$ cat src/rtl/clock_sequencer_pkg.sv
// Shared constants for the CPU clock sequencer: FSM state encoding and Mode values.
// Latency: n/a (constants only).
// Backpressure: n/a.
package clock_sequencer_pkg;

    // FSM state encoding, kept as plain 3-bit constants for compatibility with older tooling
    localparam logic [2:0] RUN_LOW   = 3'd0;
    localparam logic [2:0] RUN_HIGH  = 3'd1;
    localparam logic [2:0] STEP_WAIT = 3'd2;
    localparam logic [2:0] STEP_HIGH = 3'd3;
    localparam logic [2:0] HALTED    = 3'd4;

    // Mode input values
    localparam logic MODE_AUTO   = 1'b0;
    localparam logic MODE_MANUAL = 1'b1;

endpackage

$ cat src/rtl/clock_sequencer_debouncer.sv
// Synchronises and debounces the raw Step pushbutton; emits a one-cycle Press on each accepted 0->1.
// Latency: Level changes DEBOUNCE_CYCLES+2 cycles after a clean input edge; Press coincides with Level rising.
// Backpressure: none; Press is a pulse and is lost if the consumer is not listening that cycle.
//
// Ports:
//   C      master clock (posedge)
//   Reset  synchronous active-high reset; clears synchroniser, counter, Level and Press
//   In     raw asynchronous pushbutton input
//   Level  debounced level
//   Press  one-cycle pulse when Level goes 0->1
module clock_sequencer_debouncer #(
    parameter int DEBOUNCE_CYCLES = 8
) (
    input  logic C,
    input  logic Reset,
    input  logic In,
    output logic Level,
    output logic Press
);

    // Counter only needs to reach DEBOUNCE_CYCLES-1; the flip happens on the cycle that would hit DEBOUNCE_CYCLES.
    localparam int CW = (DEBOUNCE_CYCLES > 1) ? $clog2(DEBOUNCE_CYCLES) : 1;
    localparam logic [CW-1:0] LAST = CW'(DEBOUNCE_CYCLES - 1);

    logic          sync1;
    logic          sync2;
    logic [CW-1:0] cnt;

    always_ff @(posedge C) begin
        if (Reset) begin
            sync1 <= 1'b0;
            sync2 <= 1'b0;
            cnt   <= '0;
            Level <= 1'b0;
            Press <= 1'b0;
        end else begin
            sync1 <= In;
            sync2 <= sync1;
            Press <= 1'b0;
            if (sync2 == Level) begin
                // Any cycle agreeing with the current level restarts the stability run.
                cnt <= '0;
            end else if (cnt == LAST) begin
                cnt   <= '0;
                Level <= sync2;
                Press <= sync2;
            end else begin
                cnt <= cnt + 1'b1;
            end
        end
    end

endmodule

$ cat src/rtl/clock_sequencer.sv
// CPU clock generator: free-running divided clock, debounced single-step, or latched halt.
// Latency: each Q phase lasts Divisor+1 C cycles; a clean Step press raises Q on the (DEBOUNCE_CYCLES+3)th sampling edge.
// Backpressure: none; Halt and Mode are deferred until a high phase completes, presses during a high phase are dropped.
//
// Ports:
//   C        master clock (posedge)
//   Reset    synchronous active-high reset
//   Mode     0 = auto free-run, 1 = manual single-step
//   Step     raw bouncing pushbutton (asynchronous)
//   Halt     CPU HLT line, synchronous to C
//   Divisor  phase length minus one
//   Q/notQ   CPU clock level and its complement
//   Tick     one-cycle pulse in the first cycle Q reads 1
//   Halted   high while latched in the halt state
module clock_sequencer
    import clock_sequencer_pkg::*;
#(
    parameter int   DIVIDER_WIDTH   = 16,
    parameter int   DEBOUNCE_CYCLES = 8,
    parameter logic Default         = 1'b0
) (
    input  logic                     C,
    input  logic                     Reset,
    input  logic                     Mode,
    input  logic                     Step,
    input  logic                     Halt,
    input  logic [DIVIDER_WIDTH-1:0] Divisor,
    output logic                     Q,
    output logic                     notQ,
    output logic                     Tick,
    output logic                     Halted
);

    logic [2:0]               state;
    logic [2:0]               state_nxt;
    logic [DIVIDER_WIDTH-1:0] cnt;
    logic [DIVIDER_WIDTH-1:0] cnt_nxt;
    logic                     q_r;
    logic                     q_nxt;
    logic                     tick_r;
    logic                     tick_nxt;
    logic                     phase_end;
    logic                     step_level;
    logic                     step_press;

    clock_sequencer_debouncer #(
        .DEBOUNCE_CYCLES(DEBOUNCE_CYCLES)
    ) u_debouncer (
        .C    (C),
        .Reset(Reset),
        .In   (Step),
        .Level(step_level),
        .Press(step_press)
    );

    // Compared against the live Divisor so lowering it mid-phase cuts the phase short on the next edge.
    assign phase_end = (cnt >= Divisor);

    always_comb begin
        state_nxt = state;
        cnt_nxt   = cnt;
        q_nxt     = q_r;
        tick_nxt  = 1'b0;
        case (state)
            RUN_LOW: begin
                if (Halt) begin
                    state_nxt = HALTED;
                    cnt_nxt   = '0;
                end else if (Mode == MODE_MANUAL) begin
                    state_nxt = STEP_WAIT;
                    cnt_nxt   = '0;
                end else if (phase_end) begin
                    state_nxt = RUN_HIGH;
                    cnt_nxt   = '0;
                    q_nxt     = 1'b1;
                    tick_nxt  = 1'b1;
                end else begin
                    cnt_nxt = cnt + 1'b1;
                end
            end
            RUN_HIGH, STEP_HIGH: begin
                // High phases always run to completion so the CPU never sees a runt pulse.
                if (phase_end) begin
                    cnt_nxt = '0;
                    q_nxt   = 1'b0;
                    if (Halt) begin
                        state_nxt = HALTED;
                    end else if (Mode == MODE_MANUAL) begin
                        state_nxt = STEP_WAIT;
                    end else begin
                        state_nxt = RUN_LOW;
                    end
                end else begin
                    cnt_nxt = cnt + 1'b1;
                end
            end
            STEP_WAIT: begin
                cnt_nxt = '0;
                if (Halt) begin
                    state_nxt = HALTED;
                end else if (Mode == MODE_AUTO) begin
                    state_nxt = RUN_LOW;
                end else if (step_press && step_level) begin
                    state_nxt = STEP_HIGH;
                    q_nxt     = 1'b1;
                    tick_nxt  = 1'b1;
                end
            end
            HALTED: begin
                // Sticky until Reset.
                cnt_nxt = '0;
                q_nxt   = 1'b0;
            end
            default: begin
                state_nxt = RUN_LOW;
                cnt_nxt   = '0;
                q_nxt     = 1'b0;
            end
        endcase
    end

    always_ff @(posedge C) begin
        if (Reset) begin
            state  <= (Mode == MODE_MANUAL) ? STEP_WAIT : RUN_LOW;
            cnt    <= '0;
            q_r    <= Default;
            tick_r <= 1'b0;
        end else begin
            state  <= state_nxt;
            cnt    <= cnt_nxt;
            q_r    <= q_nxt;
            tick_r <= tick_nxt;
        end
    end

    assign Q      = q_r;
    assign notQ   = ~q_r;
    assign Tick   = tick_r;
    assign Halted = (state == HALTED);

endmodule
$ cat config.mk
export PLATFORM = sky130hd
export DESIGN_NAME = clock_sequencer
export DESIGN_NICKNAME = d
export VERILOG_FILES = /design/src/rtl/clock_sequencer_pkg.sv /design/src/rtl/clock_sequencer_debouncer.sv /design/src/rtl/clock_sequencer.sv
export SDC_FILE = /design/constraint.sdc
export NUM_CORES = 1
export LEC_CHECK = 0
export BUFFER_PORTS_ARGS = -buffer_cell sky130_fd_sc_hd__buf_2
export CAP_MARGIN = 40
export CELL_PAD_IN_SITES_DETAIL_PLACEMENT = 1
export CELL_PAD_IN_SITES_GLOBAL_PLACEMENT = 2
export CORE_ASPECT_RATIO = 0.8
export CORE_MARGIN = 2
export CORE_UTILIZATION = 34
export DETAILED_ROUTE_END_ITERATION = 10
export PLACE_DENSITY_LB_ADDON = 0.1
export SLEW_MARGIN = 20
export SYNTH_ARGS = -nofsm -noshare
export SYNTH_HDL_FRONTEND = slang
export SYNTH_SLANG_ARGS = --single-unit
export TNS_END_PERCENT = 1
$ cat constraint.sdc
create_clock -name C -period 2.9 [get_ports C]
set_clock_uncertainty 0.2 [all_clocks]
set_input_delay 0.145 -clock C [delete_from_list [all_inputs] [get_ports C]]
set_output_delay 0.145 -clock C [all_outputs]
set_load 0.05 [all_outputs]
==> results_dict.tcl, run 1 <==
set metrics [dict create \
    synth_fa_ha_area_share_pct 14.73 \
    root_buffer "clkbuf_8" \
    synth_compound_area_share_pct 10.78 \
    dieArea_um2 5318 \
    synth-simple-area-share_pct 23.18 \
    worstSetupPathType "reg2reg" \
    die_w_um 81.03 \
    ys_types 37 \
    synth.area.top_cells "dfxtp_1 (31%), ha_1 (15%), nor2_1 (5.8%), edfxtp_1 (5.6%), xor2_1 (5.4%)" \
    synth_top_family_by_area "simple AND/OR/NAND/NOR gates" \
    fin_area_um2 1887 \
    area_growth_pct 16.90 \
    via_per_inst 4.799 \
    wl_per_cell_um 13.37 \
    p_sw_uw 302.2 \
    crit_buf_inv 2 \
    crit_arrival_ps 2180 \
    drv_cap 0 \
    muxShareOfSynthArea_pct 1.240 \
    timing.fmax_mhz 463.0 \
    r2r-start "cnt[0]" \
    synth_cells 179 \
    coreArea_um2 4569 \
    swShare_pct 32.18 \
    p_int_uw 637.0 \
    yosys.area.top_type_share_pct 31.01 \
    drive_gt1_share_pct 17.22 \
    crit_cells 8 \
    crit_chain "inv_1 -> ha_1 -> nand2b_4 -> a2111o_1 -> o2111ai_2 -> nand4b_4 -> buf_4 -> nor2_1" \
    irDropWorstVdd_v 0.0002382 \
    p_comb_share_pct 23.9 \
    place_area_um2 1802 \
    start_util_pct 35.32 \
    synth_seq_cells 28 \
    first_iter_violations 38 \
    crit_path_end_kind "flop" \
    syn_area_per_cell_um2 9.017 \
    routabilityCongestion 0.8307 \
    hold_class "in2reg" \
    insertion_delay_ps 280 \
    clock_path_buffers 2 \
    clock_power_share_pct 26.8 \
    dr_total_vias 1291 \
    netlist_area_um2 1614 \
    routed_wl_um 3596 \
    maxSlewViolCount 0 \
    p_leak_uw 0.0008309 \
    post-route-drc-count 0 \
    synth_largest_area_cell "dfxtp_1" \
    fin_hold_ws_ps 9.622 \
    overflow 0 \
    cpLargestDelayFamily "compound AO/OA/AOI/OAI gates" \
    rsz0062_at_grt "false" \
    r2r_cells 8 \
    ant_nets 0 \
    final_nets 250 \
    hpwl_um 2888 \
    share_seq_of_total_power_pct 49.3 \
    setup_viol 0 \
    fin_tns_setup_ps 0 \
    grt_max_degree 17 \
    power.density_nw_per_um2 497.8 \
    port_buffers 24 \
    layout_common_cells "dfxtp_1 (25), nor2_1 (25), buf_2 (24)" \
    max_slew_margin_pct 70.28 \
    cp-endpoint "cnt[3]" \
    r2r-end "cnt[3]" \
    firstDrtPassIters 2 \
    status "finished clean" \
    synth_nets 219 \
    yosys_warnings 0 \
    cts.repair.resized 0 \
    cts_sinks 28 \
    post_cts.repair.setup_buffers 0 \
    synthXorXnorAreaFrac_pct 8.140 \
    slowest_delay_ps 420 \
    grt_pass1_wl_um 6341 \
    clk_pin_slew_ps 100 \
    r2r_slack_ps 740 \
    num_rows 22 \
    finalCritPeriodShare_pct 74.47 \
    crit_path_top_delay_cell "a2111o_1" \
    fin_crit_ps 2160 \
    hold_violations 0 \
    antenna_cells 0 \
    timing.critical_path.from "cnt[0]" \
    grt_use_total_pct 15.48 \
    worstPathMaxFanout 16 \
    antenna_found_initial 0 \
    cts_inserted_buffers 3 \
    cp.required_ps 2920 \
    min-delay-start "Mode" \
    htreeDepth 1 \
    io_pins 25 \
    fp.dieH_um 65.63 \
    grt_pass1_vias 1317 \
    cts_tree "yes" \
    ctsHoldBuffers 3 \
    start_kind "flop" \
    worst_slew_pin_slew_ps 444.1 \
    ys_seq_area_share_pct 36.59 \
]
==> registers in the layout (all words and copies together) (netlist names) <==
signal,flops
u_debouncer.Press,1
state,3
Q,1
u_debouncer.Level,1
u_debouncer.sync1,1
cnt,16
u_debouncer.cnt,3
Tick,1
u_debouncer.sync2,1
==> synthesized netlist by cell type <==
| library cell | n |
|---|---|
| and2_1 | 5 |
| nor2b_1 | 3 |
| or2_2 | 1 |
| nand3_1 | 7 |
| buf_6 | 1 |
| nor3_1 | 4 |
| and3_2 | 1 |
| nand2_1 | 13 |
| nor2_1 | 25 |
| dfxtp_1 | 25 |
| o21a_1 | 2 |
| a31oi_1 | 1 |
| inv_1 | 19 |
| nand4b_4 | 1 |
| a211oi_1 | 2 |
| o31a_2 | 1 |
| nor4bb_1 | 1 |
| clkbuf_1 | 1 |
| a2111o_1 | 1 |
| xor2_1 | 10 |
| a2111oi_4 | 1 |
| ha_1 | 19 |
| and4_1 | 1 |
| and3_1 | 2 |
| o21ai_0 | 5 |
| o2111ai_2 | 1 |
| edfxtp_1 | 3 |
| a21oi_1 | 5 |
| nor4_1 | 1 |
| a211o_1 | 1 |
| xnor2_1 | 5 |
| nand4_1 | 5 |
| mux2i_1 | 2 |
| nand2b_4 | 1 |
| a41oi_1 | 1 |
| nand2b_1 | 1 |
| o22ai_1 | 1 |
==> metal layers <==
layer  share of wire [%]  GRT usage (%)  vias up
li1                    -              -      669
met1                  51          21.01      603
met2                  46          25.62       19
met3                 3.1          2.885        0
met4                   0          3.178        0
met5                   0              0        -
==> layout make-up <==
cell class	instances	area, µm²
multi-input combinational	130	937.1
sequential	28	590.6
timing repair buffer	28	157.7
fill	563	2683
clock buffer	4	55.05
tap	60	75.07
inverter	19	71.32
==> worst min-delay path by stage <==
| stage | to | slack, ps | cells past startpoint |
|---|---|---|---|
| 3_3_place_gp | u_debouncer.sync1 | 160 | 2 |
| 2_1_floorplan | u_debouncer.sync1 | 70 | 1 |
| 3_5_place_dp | u_debouncer.sync1 | 180 | 2 |
| 6_report | state[1] | 10 | 2 |
| 5_1_grt | state[1] | 10 | 2 |
| 4_1_cts | state[1] | 1 | 2 |
==> cell families (layout without fill, tap and decap cells) <==
kind of cell               after synthesis  count (layout)
adders and majority gates               19              19
and+or+nand+nor                         72              72
DFF                                     28              28
buffers and inverters                   21              51
muxes                                    2               2
AOI/OAI and AO/OA                       22              22
xor gates and xnor gates                15              15
==> power groups by stage <==
stage,clock network (µW),registers [µW],logic (µW)
2_1_floorplan,0,471,160
3_3_place_gp,0,472,221
3_5_place_dp,0,473,225
4_1_cts,262,463,229
5_1_grt,274,471,252
6_report,252,463,224
==> through the flow <==
| stage | power (µW) | setup slack, ps | instances | utilization (%) |
|---|---|---|---|---|
| floorplan | 631.5 | 805.3 | 179 | - |
| global placement | 692.8 | 768.6 | 262 | 39.43 |
| detailed placement | 697.4 | 735.9 | 262 | 39.43 |
| CTS | 954.5 | 700.3 | 269 | 41.29 |
| global route | 997.3 | 592.2 | 269 | 41.29 |
| finish | 939.2 | 740.3 | 269 | 41.29 |
(Power assumes the default switching activity.)
==> run 2: changes to the inputs <==
==> constraint.sdc (replaced) <==
create_clock -name C -period 2 [get_ports C]
set_clock_uncertainty 0.2 [all_clocks]
set_input_delay 0.1 -clock C [delete_from_list [all_inputs] [get_ports C]]
set_output_delay 0.1 -clock C [all_outputs]
set_load 0.05 [all_outputs]
==> run 2 against run 1 <==
Against the previous run: the flow now finishes with violations (negative setup slack); largest power group unchanged; routed wire length up 14%; non-clock buffer count up 20; highest routed layer is now met4; via count up 8.5%.
==> results_dict.tcl, run 2 (synthesis results as in run 1) <==
set metrics [dict create \
    grt_pass1_vias 1511 \
    insertion_delay_ps 280 \
    hold_class "reg2reg" \
    hpwl_um 3172 \
    dr_total_vias 1401 \
    clock_path_buffers 2 \
    fin_tns_setup_ps -60.49 \
    status "finished, violations left" \
    cts_tree "yes" \
    htreeDepth 1 \
    area_growth_pct 35.12 \
    coreArea_um2 4569 \
    timing.fmax_mhz 495.0 \
    fin_util_pct 47.73 \
    grt_use_total_pct 16.94 \
    grt_pass1_wl_um 6948 \
    port_buffers 24 \
    violations "negative setup slack" \
    io_pins 25 \
    slowest_delay_ps 350 \
    finalCritPeriodShare_pct 101.0 \
    grt_max_degree 17 \
    fin_hold_ws_ps 249.9 \
    antenna_found_initial 0 \
    crit_chain "ha_4 -> nand4_1 -> nor2_4 -> buf_4 -> o21ai_2 -> nand4b_4 -> o31a_4" \
    reg_top3 "cnt: 16 flops, state: 3 flops, u_debouncer.cnt: 3 flops" \
    power.density_nw_per_um2 665.7 \
    routed_wl_um 4101 \
    top_register "cnt" \
    via_per_inst 4.848 \
    crit_arrival_ps 1830 \
    start_util_pct 35.32 \
    crit_path_top_delay_cell "dfxtp_2" \
    worst_slew_pin_slew_ps 414.9 \
    dp_slack_ps -153.1 \
    wl_met2_um 2079 \
    max_slew_margin_pct 72.23 \
    layout_common_cells "nor2_1 (24), buf_2 (24), dfxtp_1 (20)" \
    r2r-start "cnt[13]" \
    routabilityCongestion 0.7486 \
    min-delay-start "u_debouncer.cnt[0]" \
    antenna_cells 0 \
    drv_cap 0 \
    dieArea_um2 5318 \
    wl_per_cell_um 14.19 \
    maxSlewViolCount 0 \
    post-route-drc-count 0 \
    cpLargestDelayFamily "simple AND/OR/NAND/NOR gates" \
    fin_crit_ps 2020 \
    root_buffer "clkbuf_8" \
    fillerInstances 542 \
    cts_sinks 28 \
    largest_reg_flops 16 \
    hold_violations 0 \
    wl_met1_um 1873 \
    r2r_slack_ps -20 \
    drive_gt1_share_pct 30.57 \
    fin_ws_ps -20.18 \
    setup_viol 3 \
    met3_length_um 125 \
    irDropWorstVdd_v 0.0004058 \
    cp.required_ps 1810 \
    num_rows 22 \
    ant_nets 0 \
    firstDrtPassIters 4 \
    timing.critical_path.from "cnt[13]" \
    rsz0062_at_grt "true" \
    final_nets 270 \
    die_w_um 81.03 \
    cts_inserted_buffers 3 \
    crit_buf_inv 1 \
    worstSetupPathType "reg2reg" \
    first_iter_violations 23 \
    top_layer "met4" \
    overflow 0 \
    clk_pin_slew_ps 100 \
    fp.dieH_um 65.63 \
    crit_path_end_kind "flop" \
    worstPathMaxFanout 3 \
    p_leak_uw 0.0009499 \
    start_kind "flop" \
]
==> run 2: cell types whose count changed in the layout (fill, tap and decap cells not counted), moves of 2 or more <==
cell,delta
ha_1,-6
ha_4,+6
dfxtp_1,-5
buf_4,+17
dlygate4sd3_1,+2
dfxtp_2,+5
==> run 2: worst paths after layout <==
check                                           to  cells past startpoint
worst max-delay path                      state[0]                      7
worst min-delay path            u_debouncer.cnt[0]                      1
worst max register to register            state[0]                      7
worst min register to register  u_debouncer.cnt[0]                      1
==> run 2: metrics by stage <==
| stage | total power, µW | area, µm² | std cells |
|---|---|---|---|
| 2_1_floorplan | 927.5 | 1623 | 179 |
| 3_3_place_gp | 1026 | 1931 | 278 |
| 3_5_place_dp | 1036 | 1931 | 278 |
| 4_1_cts | 1469 | 2123 | 288 |
| 5_1_grt | 1543 | 2181 | 289 |
| 6_report | 1452 | 2181 | 289 |
==> run 2: cell type report <==
type	count	area, µm²	share of cell area, %
flip-flops and latches	28	596.8	27.37
repair buffers	48	316.6	14.52
multi-input cells	130	1055	48.36
clock buffers	4	66.31	3.041
well taps	60	75.07	3.442
inverters	19	71.32	3.270
==> run 2: report_power, final <==
part / internal, µW / switching [µW] / total (µW)
Sequential: 618 / 49.0 / 667
Clock: 218 / 185 / 403
Combinational: 164 / 218 / 382
==> run 2: layer usage <==
metal	global-route usage, %	vias to the layer above
met5	0	-
met4	3.814	0
met3	2.885	2
met2	30.37	24
met1	21.13	663
li1	-	712
==> run 2: timing repair <==
item                                   4_1_cts  5_1_grt
pin swaps                                    5        5
resized for setup                           13        7
endpoints found under the hold margin        7        0
buffers inserted                             1        1
hold buffers                                 5        0
setup endpoints to repair                   21       21
==> run 2: worst reg2reg max path, cell delays in order (launching register included) <==
cell and delay (ps):
dfxtp_2 350, ha_4 280, nand4_1 200, nor2_4 210, buf_4 130, o21ai_2 80
nand4b_4 140, o31a_4 170
==> run 3: changes to the inputs <==
--- a/config.mk
+++ b/config.mk
@@ -13,7 +13,9 @@
 export CORE_MARGIN = 2
 export CORE_UTILIZATION = 34
 export DETAILED_ROUTE_END_ITERATION = 10
+export HOLD_SLACK_MARGIN = 0.02
 export PLACE_DENSITY_LB_ADDON = 0.1
+export REMOVE_ABC_BUFFERS = 1
 export SLEW_MARGIN = 20
 export SYNTH_ARGS = -nofsm -noshare
 export SYNTH_HDL_FRONTEND = slang
==> run 3 against run 2 <==
Against the previous run: the run still ends with negative setup slack left; worst setup slack better by 13 ps; utilization down 0.11 points; critical endpoint is now Q; first-iteration DRC count up 35%; final cell count up 0.35%.
==> results_dict.tcl, run 3 (synthesis results as in run 1) <==
set metrics [dict create \
    status "finished, violations left" \
    violations "negative setup slack" \
    cts_inserted_buffers 3 \
    p_sw_uw 460.2 \
    grt_use_total_pct 18.11 \
    clock_path_buffers 2 \
    routabilityCongestion 0.8638 \
    htreeDepth 1 \
    fin_area_um2 2176 \
    first_iter_violations 31 \
    drive_gt1_share_pct 30.43 \
    start_util_pct 35.32 \
    timing.fmax_mhz 498.3 \
    worst_slew_pin_slew_ps 415.1 \
    cts_sinks 28 \
    dpl.cell_count 280 \
    fin_ws_ps -6.809 \
    final_nets 271 \
    coreArea_um2 4569 \
    ant_nets 0 \
    grt_pass1_vias 1487 \
    layout_common_cells "nor2_1 (24), buf_2 (24), dfxtp_1 (20)" \
    hold_class "reg2reg" \
    cp.required_ps 2010 \
    cts_tree "yes" \
    crit_path_end_kind "flop" \
    multi_input_area_um2 1039 \
    port_buffers 24 \
    firstDrtPassIters 4 \
    post-route-drc-count 0 \
    largest_reg_flops 16 \
    maxSlewViolCount 0 \
    share_seq_of_total_power_pct 45.3 \
    antenna_found_initial 0 \
    place_area_um2 1937 \
    fp.dieH_um 65.63 \
    rsz0062_at_grt "true" \
    worstPathMaxFanout 2 \
    fillerInstances 583 \
    fin_crit_ps 2007 \
    p_comb_share_pct 27.1 \
    p_int_uw 1003 \
    dieArea_um2 5318 \
    clk_pin_slew_ps 100 \
    p_leak_uw 0.0009627 \
    hold_violations 0 \
    crit_arrival_ps 2010 \
    area_growth_pct 34.81 \
    antenna_cells 0 \
    power.total_uw 1463 \
    reg_top3 "cnt: 16 flops, state: 3 flops, u_debouncer.cnt: 3 flops" \
    insertion_delay_ps 280 \
    fin_tns_setup_ps -8.168 \
    irDropWorstVdd_v 0.0005359 \
    max_slew_margin_pct 72.22 \
    start_kind "flop" \
    io_pins 25 \
    wl_per_cell_um 14.81 \
    drv_cap 0 \
    die_w_um 81.03 \
    via_per_inst 4.841 \
    clock_power_share_pct 27.6 \
    grt_max_degree 17 \
    num_rows 22 \
    dr_total_vias 1404 \
    grt_pass1_wl_um 7210 \
    routed_wl_um 4294 \
    setup_viol 4 \
    root_buffer "clkbuf_8" \
    regArea_um2 596.8 \
    power.density_nw_per_um2 672.4 \
    swShare_pct 31.45 \
    overflow 0 \
    worstSetupPathType "reg2reg" \
    top_register "cnt" \
    fin_cells 290 \
    finalCritPeriodShare_pct 100.3 \
    hpwl_um 3204 \
]
run 3: per-layer routing:
layer,up-vias,GRT usage (%),part of all wire (%)
met4,0,3.178,0.68
li1,718,-,-
met3,5,3.022,2.8
met5,-,0,0
met1,660,23.11,47
met2,21,32.33,50
run 3: path summary, 6_finish.rpt:
kind,from,to,slack (ps),cells past startpoint
hold / removal,u_debouncer.cnt[0],u_debouncer.cnt[0],250,1
setup / recovery,cnt[0],Q,-7,7
hold reg to reg,u_debouncer.cnt[0],u_debouncer.cnt[0],250,1
setup reg to reg,cnt[0],Q,-7,7
run 3: repair_timing:
item | CTS | global route
hold buffers | 5 | 0
hold endpoints to repair | 8 | 0
setup buffers | 2 | 0
pin swaps | 7 | 0
endpoints found under the setup margin | 21 | 21
gates resized for setup | 21 | 1
run 3: layout make-up:
class | count | share of cell area (%)
Inverter | 19 | 3.278
Tap cell | 60 | 3.450
Timing Repair Buffer | 49 | 15.07
Clock buffer | 4 | 3.048
Multi-Input combinational cell | 130 | 47.73
Sequential cell | 28 | 27.43
run 3: stage by stage:
step | util (%) | setup slack (ps) | hold WS, ps
after global placement | 42.39 | -50.51 | 112.0
final | 47.62 | -6.809 | 249.0
after detailed placement | 42.39 | -119.7 | 117.5
after floorplan | - | -181.4 | -28.39
after CTS | 47.51 | 2.600 | 256.7
after global routing | 47.62 | -62.37 | 280.0
run 3: power groups by stage:
stage	combinational [µW]	clock, µW	sequential (µW)
2_1_floorplan	218	0	683
3_3_place_gp	354	0	667
3_5_place_dp	363	0	669
4_1_cts	401	426	661
5_1_grt	436	450	669
6_report	397	404	662
run 3: worst max-delay path: stages, from the launching register on:
cell and delay (ps):
dfxtp_2 350, inv_2 40, ha_4 220, nand2b_4 130, a2111o_1 400, o2111ai_2 140
and3_4 250, mux2i_1 210
